$ cat config.mk
export PLATFORM = sky130hd
export DESIGN_NAME = uart_tx_ctrl
export DESIGN_NICKNAME = d
export VERILOG_FILES = /design/src/rtl/uart_tx_pkg.sv /design/src/rtl/uart_tx_serializer.sv /design/src/rtl/uart_tx_ctrl.sv
export SDC_FILE = /design/constraint.sdc
export NUM_CORES = 1
export LEC_CHECK = 0
export ABC_CLOCK_PERIOD_IN_PS = 2700
export CORE_MARGIN = 2
export CORE_UTILIZATION = 54
export CTS_CLUSTER_SIZE = 24
export DETAILED_ROUTE_END_ITERATION = 8
export DONT_BUFFER_PORTS = 1
export PLACE_DENSITY_LB_ADDON = 0.05
export REMOVE_ABC_BUFFERS = 1
export SETUP_SLACK_MARGIN = 0.15
export SLEW_MARGIN = 20
export SYNTH_ARGS = -nofsm -noshare
export SYNTH_HDL_FRONTEND = slang
export SYNTH_HIERARCHICAL = 1
export SYNTH_SLANG_ARGS = --single-unit
$ cat constraint.sdc
create_clock -name CLK -period 2.7 [get_ports CLK]
set_input_delay 0.54 -clock CLK [delete_from_list [all_inputs] [get_ports CLK]]
set_output_delay 0.54 -clock CLK [all_outputs]
set_load 0.01 [all_outputs]
$ cat src/rtl/uart_tx_pkg.sv
// Shared definitions for the UART transmit path.
// Frame controller state encoding and serial line levels.
package uart_tx_pkg;

    typedef enum logic [2:0] {
        IDLE   = 3'd0,
        START  = 3'd1,
        DATA   = 3'd2,
        PARITY = 3'd3,
        STOP   = 3'd4
    } state_t;

    localparam logic START_BIT = 1'b0;
    localparam logic STOP_BIT  = 1'b1;

endpackage

$ cat src/rtl/uart_tx_serializer.sv
// Data-bit shift register and bit counter for one UART frame.
// Exposes the current LSB and the bit that follows it after a shift.
module uart_tx_serializer #(
    parameter int WIDTH = 8
) (
    input  logic             CLK,
    input  logic             RST,
    input  logic             load,
    input  logic             shift,
    input  logic [WIDTH-1:0] data_in,
    output logic             cur_bit,
    output logic             next_bit,
    output logic             ser_done
);

    localparam int CW = (WIDTH > 1) ? $clog2(WIDTH) : 1;

    logic [WIDTH-1:0] sreg;
    logic [CW-1:0]    cnt;

    assign cur_bit  = sreg[0];
    assign next_bit = sreg[1];
    assign ser_done = (cnt == CW'(WIDTH - 1));

    // Load a word on acceptance, then shift right one bit per data cycle.
    always_ff @(posedge CLK) begin
        if (RST) begin
            sreg <= '0;
            cnt  <= '0;
        end else if (load) begin
            sreg <= data_in;
        end else if (shift) begin
            sreg <= sreg >> 1;
            cnt  <= ser_done ? '0 : cnt + CW'(1);
        end
    end

endmodule

$ cat src/rtl/uart_tx_ctrl.sv
// UART transmit frame controller: start, data LSB first,
// optional parity and stop bit, with back-to-back frames.
module uart_tx_ctrl
    import uart_tx_pkg::*;
#(
    parameter int WIDTH = 8
) (
    input  logic             CLK,
    input  logic             RST,
    input  logic [WIDTH-1:0] P_DATA,
    input  logic             DATA_VALID,
    input  logic             PAR_EN,
    input  logic             PAR_BIT,
    output logic             PAR_calc,
    output logic             TX_OUT,
    output logic             Busy
);

    state_t state;
    state_t next_state;
    logic   accept;
    logic   par_en_q;
    logic   tx_next;
    logic   cur_bit;
    logic   next_bit;
    logic   ser_done;

    assign accept   = DATA_VALID && !RST &&
                      (state == IDLE || state == STOP);
    assign PAR_calc = accept;

    uart_tx_serializer #(
        .WIDTH (WIDTH)
    ) u_ser (
        .CLK      (CLK),
        .RST      (RST),
        .load     (accept),
        .shift    (state == DATA),
        .data_in  (P_DATA),
        .cur_bit  (cur_bit),
        .next_bit (next_bit),
        .ser_done (ser_done)
    );

    // Next state and the line level that state will present.
    always_comb begin
        next_state = state;
        tx_next    = STOP_BIT;
        unique case (state)
            IDLE:    if (accept) next_state = START;
            START:   next_state = DATA;
            DATA:    if (ser_done) next_state = par_en_q ? PARITY : STOP;
            PARITY:  next_state = STOP;
            STOP:    next_state = accept ? START : IDLE;
            default: next_state = IDLE;
        endcase
        unique case (next_state)
            START:   tx_next = START_BIT;
            DATA:    tx_next = (state == DATA) ? next_bit : cur_bit;
            PARITY:  tx_next = PAR_BIT;
            default: tx_next = STOP_BIT;
        endcase
    end

    // State, line and busy flag update together on each baud edge.
    always_ff @(posedge CLK) begin
        if (RST) begin
            state    <= IDLE;
            TX_OUT   <= STOP_BIT;
            Busy     <= 1'b0;
            par_en_q <= 1'b0;
        end else begin
            state  <= next_state;
            TX_OUT <= tx_next;
            Busy   <= (next_state != IDLE);
            if (accept) par_en_q <= PAR_EN;
        end
    end

endmodule

== Word-level counts from Yosys, hierarchy flattened ==
Index checks and enable logic that the tools add are counted.
W data, S select, Z words.

* Register bits: 17
* Bits in latches: 0
* Memory bits (writable): 0
* ROM bits: 0
* Output and inout port bits: 3
* Logic and storage cells: 34
* Memories: 0

* $add $sub $neg: 1
* Multipliers: 0
* Divide/modulo/power cells: 0
* Order comparisons: 0
* Equal/unequal tests: 8
* Shift-type cells: 0
* Muxes and demuxes: 10
* Bitwise logic cells: 1
* Reductions and logical operators: 8

{| class="wikitable"
|+ Operators with widths
! operator !! count
|-
| $mux W8 || 2
|-
| $pmux W3 S5 || 1
|-
| $eq A3 B2 Y1 const B || 4
|-
| $mux W3 || 4
|-
| $eq A3 B1 Y1 const B || 2
|-
| $eq A3 B3 Y1 const B || 2
|-
| $add A3 B1 Y3 const B || 1
|-
| $logic_not A3 Y1 || 1
|-
| $pmux W1 S3 || 1
|-
| $reduce_bool A3 Y1 || 1
|-
| $logic_and A1 B1 Y1 || 2
|-
| $mux W1 || 2
|-
| $reduce_and A2 Y1 || 1
|-
| $reduce_bool A2 Y1 || 1
|-
| $logic_not A1 Y1 || 1
|-
| $logic_or A1 B1 Y1 || 1
|-
| $not A1 Y1 || 1
|}

== Longest topological paths before layout ==
Gate-level depths: netlist of the first run.

* Depth after elaboration: 7
* Depth in mapped cells: 6
* Depth with buffers taken out: 6

== Modules after synthesis ==
Netlist of the first run, hierarchy kept.

{| class="wikitable"
|+ By module, submodules not included
! module !! times used !! cells an instance !! area an instance (µm²) !! sequential area each (µm²)
|-
| uart_tx_serializer || 1 || 48 || 548.0 || 220.2
|-
| uart_tx_ctrl || 1 || 27 || 280.3 || 120.1
|}

== Worst setup path before layout of the first run ==
Ideal clock, no wire load.

* Path kind: input to register
* Start: in RST
* End: reg TX_OUT
* Arrival: 1.505 ns
* Data required time: 2.578 ns
* Path slack: 1.073 ns
* Stages: 4
* Cells stage by stage: nor4b_2 a31o_2 a31oi_1 a311o_1

* Longest elaborated chain between the ends: 7
* Elaborated cells on any way between the ends: 10
* Those cells by class: eq/ne (3); mux (4); reduce/logical (3)

{| class="wikitable"
|+ RTL lines
! element !! line !! text
|-
| start: declaration || uart_tx_ctrl.sv:9 || <nowiki>input logic RST,</nowiki>
|-
| $logic_not A1 Y1 || uart_tx_ctrl.sv:28 || <nowiki>assign accept = DATA_VALID && !RST &&</nowiki>
|-
| $logic_and A1 B1 Y1 (2 in a row) || uart_tx_ctrl.sv:28 ||
|-
| $mux W1 or $mux W3 (tied branches) || uart_tx_ctrl.sv:54, uart_tx_ctrl.sv:50 ||
|-
| $pmux W3 S5 || uart_tx_ctrl.sv:49 || <nowiki>unique case (state)</nowiki>
|-
| $eq A3 B2 Y1 or $eq A3 B1 Y1 (tied branches) || uart_tx_ctrl.sv:57 || <nowiki>unique case (next_state)</nowiki>
|-
| $pmux W1 S3 || uart_tx_ctrl.sv:57 ||
|-
| end signal: assignment || uart_tx_ctrl.sv:74 || <nowiki>TX_OUT <= tx_next;</nowiki>
|-
| end: declaration || uart_tx_ctrl.sv:15 || <nowiki>output logic TX_OUT,</nowiki>
|}

Several ways; a longest one is shown, not always the timed one.
A chain may end at the register's enable or synchronous reset.

== Final worst setup path of the first run ==
* Start: reg state[1]
* End: reg u_ser.sreg[2]

* Longest elaborated chain between the ends: 4
* Elaborated cells on any way between the ends: 7
* Those cells by class: eq/ne (2); mux (1); reduce/logical (4)

{| class="wikitable"
|+ RTL lines
! element !! line !! text
|-
| start: declaration || uart_tx_ctrl.sv:19 || <nowiki>state_t state;</nowiki>
|-
| start signal: assignment || uart_tx_ctrl.sv:73 || <nowiki>state <= next_state;</nowiki>
|-
| $eq A3 B3 Y1 or $logic_not A3 Y1 (tied branches) || uart_tx_ctrl.sv:29 || <nowiki>(state == IDLE || state == STOP);</nowiki>
|-
| $logic_or A1 B1 Y1 || uart_tx_ctrl.sv:29 ||
|-
| $logic_and A1 B1 Y1 || uart_tx_ctrl.sv:28 ||
|-
| $mux W8 or $reduce_bool A2 Y1 (tied branches) || n/a ||
|-
| end signal: assignment || uart_tx_serializer.sv:31 || <nowiki>sreg <= data_in;</nowiki>
|-
| end signal: assignment || uart_tx_serializer.sv:33 || <nowiki>sreg <= sreg >> 1;</nowiki>
|-
| end: declaration || uart_tx_serializer.sv:18 || <nowiki>logic [WIDTH-1:0] sreg;</nowiki>
|}

Several ways; a longest one is shown, not always the timed one.

==> results.ini, run 1 <==
[run_status]
outcome=finished clean

[drt]
drc_errors=0
drt_iter0_drc=6
final_antenna_net_count=0
wirelength_um=1340
avgViaCountPerCell=5.36
avgRoutedWirePerCell_um=14.2
firstDrtPassIters=2
vias=504

[global_routing]
grt_pass1_wl_um=2230
antenna_found_initial=0
grt_usage=0.163
grt_pass1_vias=507
overflow=0
grt_max_degree=19

[synth]
ys_warn_count=6
synth_top_area_share=0.411
synth.distinct_cells=23
yosysTopAreaCell=dfxtp_1
syn_area_sq_um=828
postSynthCellCount=75
yosysSeqAreaShare=0.411
syn_area_per_cell_sq_um=11.0
ys_ff_latch=17
synth_area_leaders=dfxtp_1, mux2i_1, mux2_4

[setup_path]
critPathCaptureType=flop
crit_buf_inv=1
timing_worst_setup_path_type=reg -> reg
required_ps=2900
crit_path_max_incr_delay_ps=580
cp_slowest_cell=nor3b_2
crit_arrival_ps=2080
path_delay_family=simple AND/OR/NAND/NOR gates
start_kind=flop
crit_chain=nor3b_2, buf_4, mux2_4, mux2i_1, nor2_1
path_max_fanout=7

[pwr]
p_comb_frac=0.121
p_sw_uw=117
internal_power_uw=352
p_total_uw=469
p_seq_frac=0.581
irDropWorstVdd_mv=0.325
p_clk_frac=0.297
powerDensity_mw_per_mm2=537
leakage_nw=0.344
p_sw_frac=0.250

[timing]
fin_crit_ps=1880
finalHoldViolCount=0
rsz0062_at_grt=no
setup_violations=0
slew_headroom=0.578
hold_slack_ps=294
fmax_ghz=0.532
fin_setup_tns_ps=0
slew_violations=0
period_share=0.696
finalClockSkew_ps=7.31
tightestPinTransition_ps=630

[final_layout]
final_cell_mix=dfxtp_1, nor2_1, mux2i_1
n_fill_cell=134
antennaDiodeCount=0
drive_gt1_frac=0.231
fin_util=0.594
num-nets-final=94
final_common_cell=dfxtp_1
area_growth_pct=5.44

[floorplan]
start_util=0.563
ios=16
die_h_um=43.2
rows=14
die_w_um=43.2
die_area_sq_mm=0.00186
fp.coreArea_sq_mm=0.00147

[clock_tree]
clk_pin_slew_ps=110
clkLatencyLatePin_ps=300
post_cts.repair.setup_buffers=0
cts_tree=done
cts.root.buffer_cell=clkbuf_4
clock-sinks=17
cts_buffer_depth=2
hold_buffers=0
ctsResizeCount=0
numCtsBuffers=3
h-tree-depth=1

[placement]
place.gp.congestion=0.665
post-dp-hpwl_um=956
io_buffer_count=0

[worst_hold_path]
hp-class=in -> reg

[job]
cap_viol_max_count=0

cells by family (layout without fill, tap and decap cells):
logic type      Yosys count  in the layout  synth area share
compound gates            7              7            0.0619
fa+ha+maj                 2              2            0.0302
buf+inv                   4              7            0.0362
flops                    17             17             0.411
mux                      19             19             0.272
simple gates             26             26             0.189
area by class of cell:
class                   count  area, sq um  area share
multi-input cells          54          467       0.534
flip-flops and latches     17          340       0.390
clock buffers               3         22.5      0.0258
well taps                  16         20.0      0.0229
repair buffers              2         15.0      0.0172
clock inverters             1         5.00     0.00573
inverters                   1         3.75     0.00430
power by group through the flow:
| stage | combinational [mW] | clock (mW) | sequential (mW) |
|---|---|---|---|
| final | 0.0570 | 0.140 | 0.273 |
| after global routing | 0.0627 | 0.147 | 0.275 |
| after CTS | 0.0575 | 0.143 | 0.273 |
| after detailed placement | 0.0570 | 0 | 0.279 |
| after global placement | 0.0567 | 0 | 0.279 |
| after floorplan | 0.0485 | 0 | 0.276 |
Yosys cell counts:
library cell and n:
nor3b_1 2, clkbuf_1 1, and2_1 1, nand2b_1 1, a21oi_1 2, ha_1 2, o21ai_2 1, nor4b_2 1
dfxtp_1 17, nor4b_1 1, nor2b_4 1, mux2_4 7, nor2b_1 3, a31o_2 1, nor2_1 14, inv_1 1
or2b_1 1, mux2i_1 12, nor3b_2 1, a31oi_1 1, buf_6 2, o21bai_1 1, a311o_1 1
routing by layer:
| metal | GRT usage | part of all wire | wire length (um) | vias up |
|---|---|---|---|---|
| li1 | - | - | - | 267 |
| met1 | 0.203 | 0.50 | 675 | 223 |
| met2 | 0.242 | 0.42 | 564 | 10 |
| met5 | 0 | 0 | 0 | - |
| met3 | 0.0426 | 0.055 | 73 | 4 |
| met4 | 0.109 | 0.019 | 25 | 0 |
worst paths after layout:
| kind | depth (start not counted) | startpoint | slack, ps | endpoint |
|---|---|---|---|---|
| max reg2reg | 5 | state[1] | 820 | u_ser/sreg[2] |
| min | 1 | RST | 290 | u_ser/cnt[2] |
| max | 5 | state[1] | 820 | u_ser/sreg[2] |
| min reg2reg | 1 | state[2] | 500 | state[2] |
worst reg2reg max path, cell delays in order (launching register included):
cell     delay (ps)
dfxtp_1         440
nor3b_2         580
buf_4           270
mux2_4          300
mux2i_1         140
nor2_1           50
flip-flops by register name, indices dropped and copies added (netlist names):
signal      cells
u_ser/sreg      8
state           3
u_ser/cnt       3
Busy            1
TX_OUT          1
par_en_q        1
per-stage QoR:
step / cells / area [sq um] / setup slack, ps
2_1_floorplan: 72 / 802 / 354
3_3_place_gp: 90 / 846 / 848
3_5_place_dp: 90 / 846 / 869
4_1_cts: 94 / 873 / 814
5_1_grt: 94 / 873 / 663
6_report: 94 / 873 / 820
No activity file was read; power rests on OpenSTA's default activity.
==> inputs of run 2 (changes only) <==
- ABC_CLOCK_PERIOD_IN_PS: 2700 -> 2000
- clock period: 2.7 -> 2 ns (I/O delays scaled with it)
==> run 2 against run 1 <==
Net effect:
- non-clock buffer count is 1 higher
- worst hold slack got worse by 120 ps
- sequential power grew 35%
- largest cell class unchanged
- sequential share of layout area decreased by 0.33 points
- routed wire length is 3.1% lower
- first-iteration DRC count fell by 33%
- register-to-register slack got worse by 490 ps
- maximum frequency grew 13%
- die area did not move
- clock power increased by 26%
- cell count grew 1.1%
- global-route usage shrank 0.23 points
==> results.ini, run 2 (synthesis results as in run 1) <==
[worst_hold_path]
min_from=RST
min_path_cells=1  ; unchanged
holdPathEnd=state[0]
hp-class=in -> reg

[clock_tree]
post_cts.repair.setup_buffers=0  ; unchanged
clock-sinks=17  ; unchanged
cts_buffer_depth=2  ; unchanged
cts.root.buffer_cell=clkbuf_4
clk_pin_slew_ps=100  ; about the same
h-tree-depth=1  ; unchanged
clkLatencyLatePin_ps=280  ; -20 ps
hold_buffers=0  ; unchanged
numCtsBuffers=3  ; unchanged
ctsResizeCount=0  ; unchanged
cts_tree=done

[drt]
vias=530  ; +5.2%
drc_errors=0  ; unchanged
firstDrtPassIters=5  ; +3
avgRoutedWirePerCell_um=13.7  ; -4.1%
drt_iter0_drc=4  ; -2
final_antenna_net_count=0  ; unchanged
avgViaCountPerCell=5.58  ; +4.1%
wirelength_um=1300  ; -3.1%

[timing]
finalHoldViolCount=0  ; unchanged
finalClockSkew_ps=0.757  ; -6.55 ps
fmax_ghz=0.599  ; +13%
hold_slack_ps=173  ; -121 ps
slew_violations=0  ; unchanged
fin_setup_tns_ps=0  ; unchanged
period_share=0.835  ; +0.139
setup_violations=0  ; unchanged
fin_ws_ps=330  ; -490 ps
fin_crit_ps=1670  ; -210 ps
tightestPinTransition_ps=322  ; -308 ps
rsz0062_at_grt=no
slew_headroom=0.782  ; +0.204

[floorplan]
rows=14  ; unchanged
die_h_um=43.2  ; unchanged
die_w_um=43.2  ; unchanged
die_area_sq_mm=0.00186  ; unchanged
ios=16  ; unchanged
fp.coreArea_sq_mm=0.00147  ; unchanged
start_util=0.563  ; unchanged

[global_routing]
grt_max_degree=19  ; unchanged
grt_pass1_vias=511  ; +0.79%
overflow=0  ; unchanged
antenna_found_initial=0  ; unchanged
grt_usage=0.160  ; -0.00234
grt_pass1_wl_um=2250  ; +0.94%

[setup_path]
r2r_setup_slack_ps=330  ; -490 ps
reg2reg_depth=6  ; +1
worst_r2r_endpoint=TX_OUT
path_max_fanout=3  ; -4
start_kind=flop
crit_arrival_ps=1850  ; -230 ps
timing_worst_setup_path_type=reg -> reg
reg2reg_from=u_ser/cnt[0]
required_ps=2180  ; -720 ps
critPathCaptureType=flop

[pwr]
powerDensity_mw_per_mm2=708  ; +32%
leakage_nw=0.349  ; +1.6%
irDropWorstVdd_mv=0.524  ; +61%

[final_layout]
final_common_cell=dfxtp_1
n_fill_cell=151  ; +13%
max_flop_register=u_ser/sreg
final_cell_mix=dfxtp_1, nor2_1, mux2i_1
antennaDiodeCount=0  ; unchanged
multi_input_area_sq_um=467  ; unchanged
largest_registers=u_ser/sreg (8), state (3), u_ser/cnt (3)
stdcell_area_sq_um=881  ; +0.86%
largest_register_ffs=8  ; unchanged
num-nets-final=95  ; +1.1%
seqCellArea_sq_um=340  ; unchanged
drive_gt1_frac=0.241  ; +0.00974
area_growth_pct=6.34
stdcell_count=95  ; +1.1%

[placement]
post-dp-hpwl_um=965  ; +0.90%
place.gp.congestion=0.686  ; +3.1%
dp_cells=91  ; +1.1%
place_ws_ps=349  ; -520 ps
io_buffer_count=0  ; unchanged
placed_area_sq_um=853  ; +0.89%

[run_status]
outcome=finished clean

[job]
cap_viol_max_count=0  ; unchanged

## run 2: how the worst max path moves through the flow
stage                      start            end  depth (start not counted)
floorplan               state[0]         TX_OUT                          4
global placement        state[1]  u_ser/sreg[6]                          5
detailed placement  u_ser/cnt[0]         TX_OUT                          6
CTS                     state[0]       PAR_calc                          2
global route        u_ser/cnt[0]         TX_OUT                          6
finish              u_ser/cnt[0]         TX_OUT                          6
## run 2: final cells by class
cell class              count  area share
clock inverters             1     0.00568
well taps                  16      0.0227
clock buffers               3      0.0256
multi-input cells          54       0.530
repair buffers              3      0.0256
flip-flops and latches     17       0.386
inverters                   1     0.00426
## run 2: metal layers
metal / wire length [um] / global-route usage
met2: 612 / 0.245
met4: 0 / 0.0545
met5: 0 / 0
met3: 54 / 0.0511
met1: 631 / 0.212
## run 2: critical path, stage by stage (launching register included)
cell and delay (ps):
dfxtp_1 370, ha_1 160, ha_1 190, nor2b_1 240, o21ai_2 110, and2_1 170, a311o_1 330
## run 2: stage by stage
stage	power [mW]	utilization
finish	0.624	0.599
CTS	0.641	0.599
global placement	0.453	0.580
global route	0.658	0.599
detailed placement	0.455	0.580
floorplan	0.438	-
## run 2: report_power, final
part           switching [mW]  internal (mW)  leakage (nW)  total, mW
clock                   0.103         0.0742        0.0177      0.177
sequential             0.0133          0.355         0.139      0.369
combinational          0.0316         0.0464         0.193     0.0779
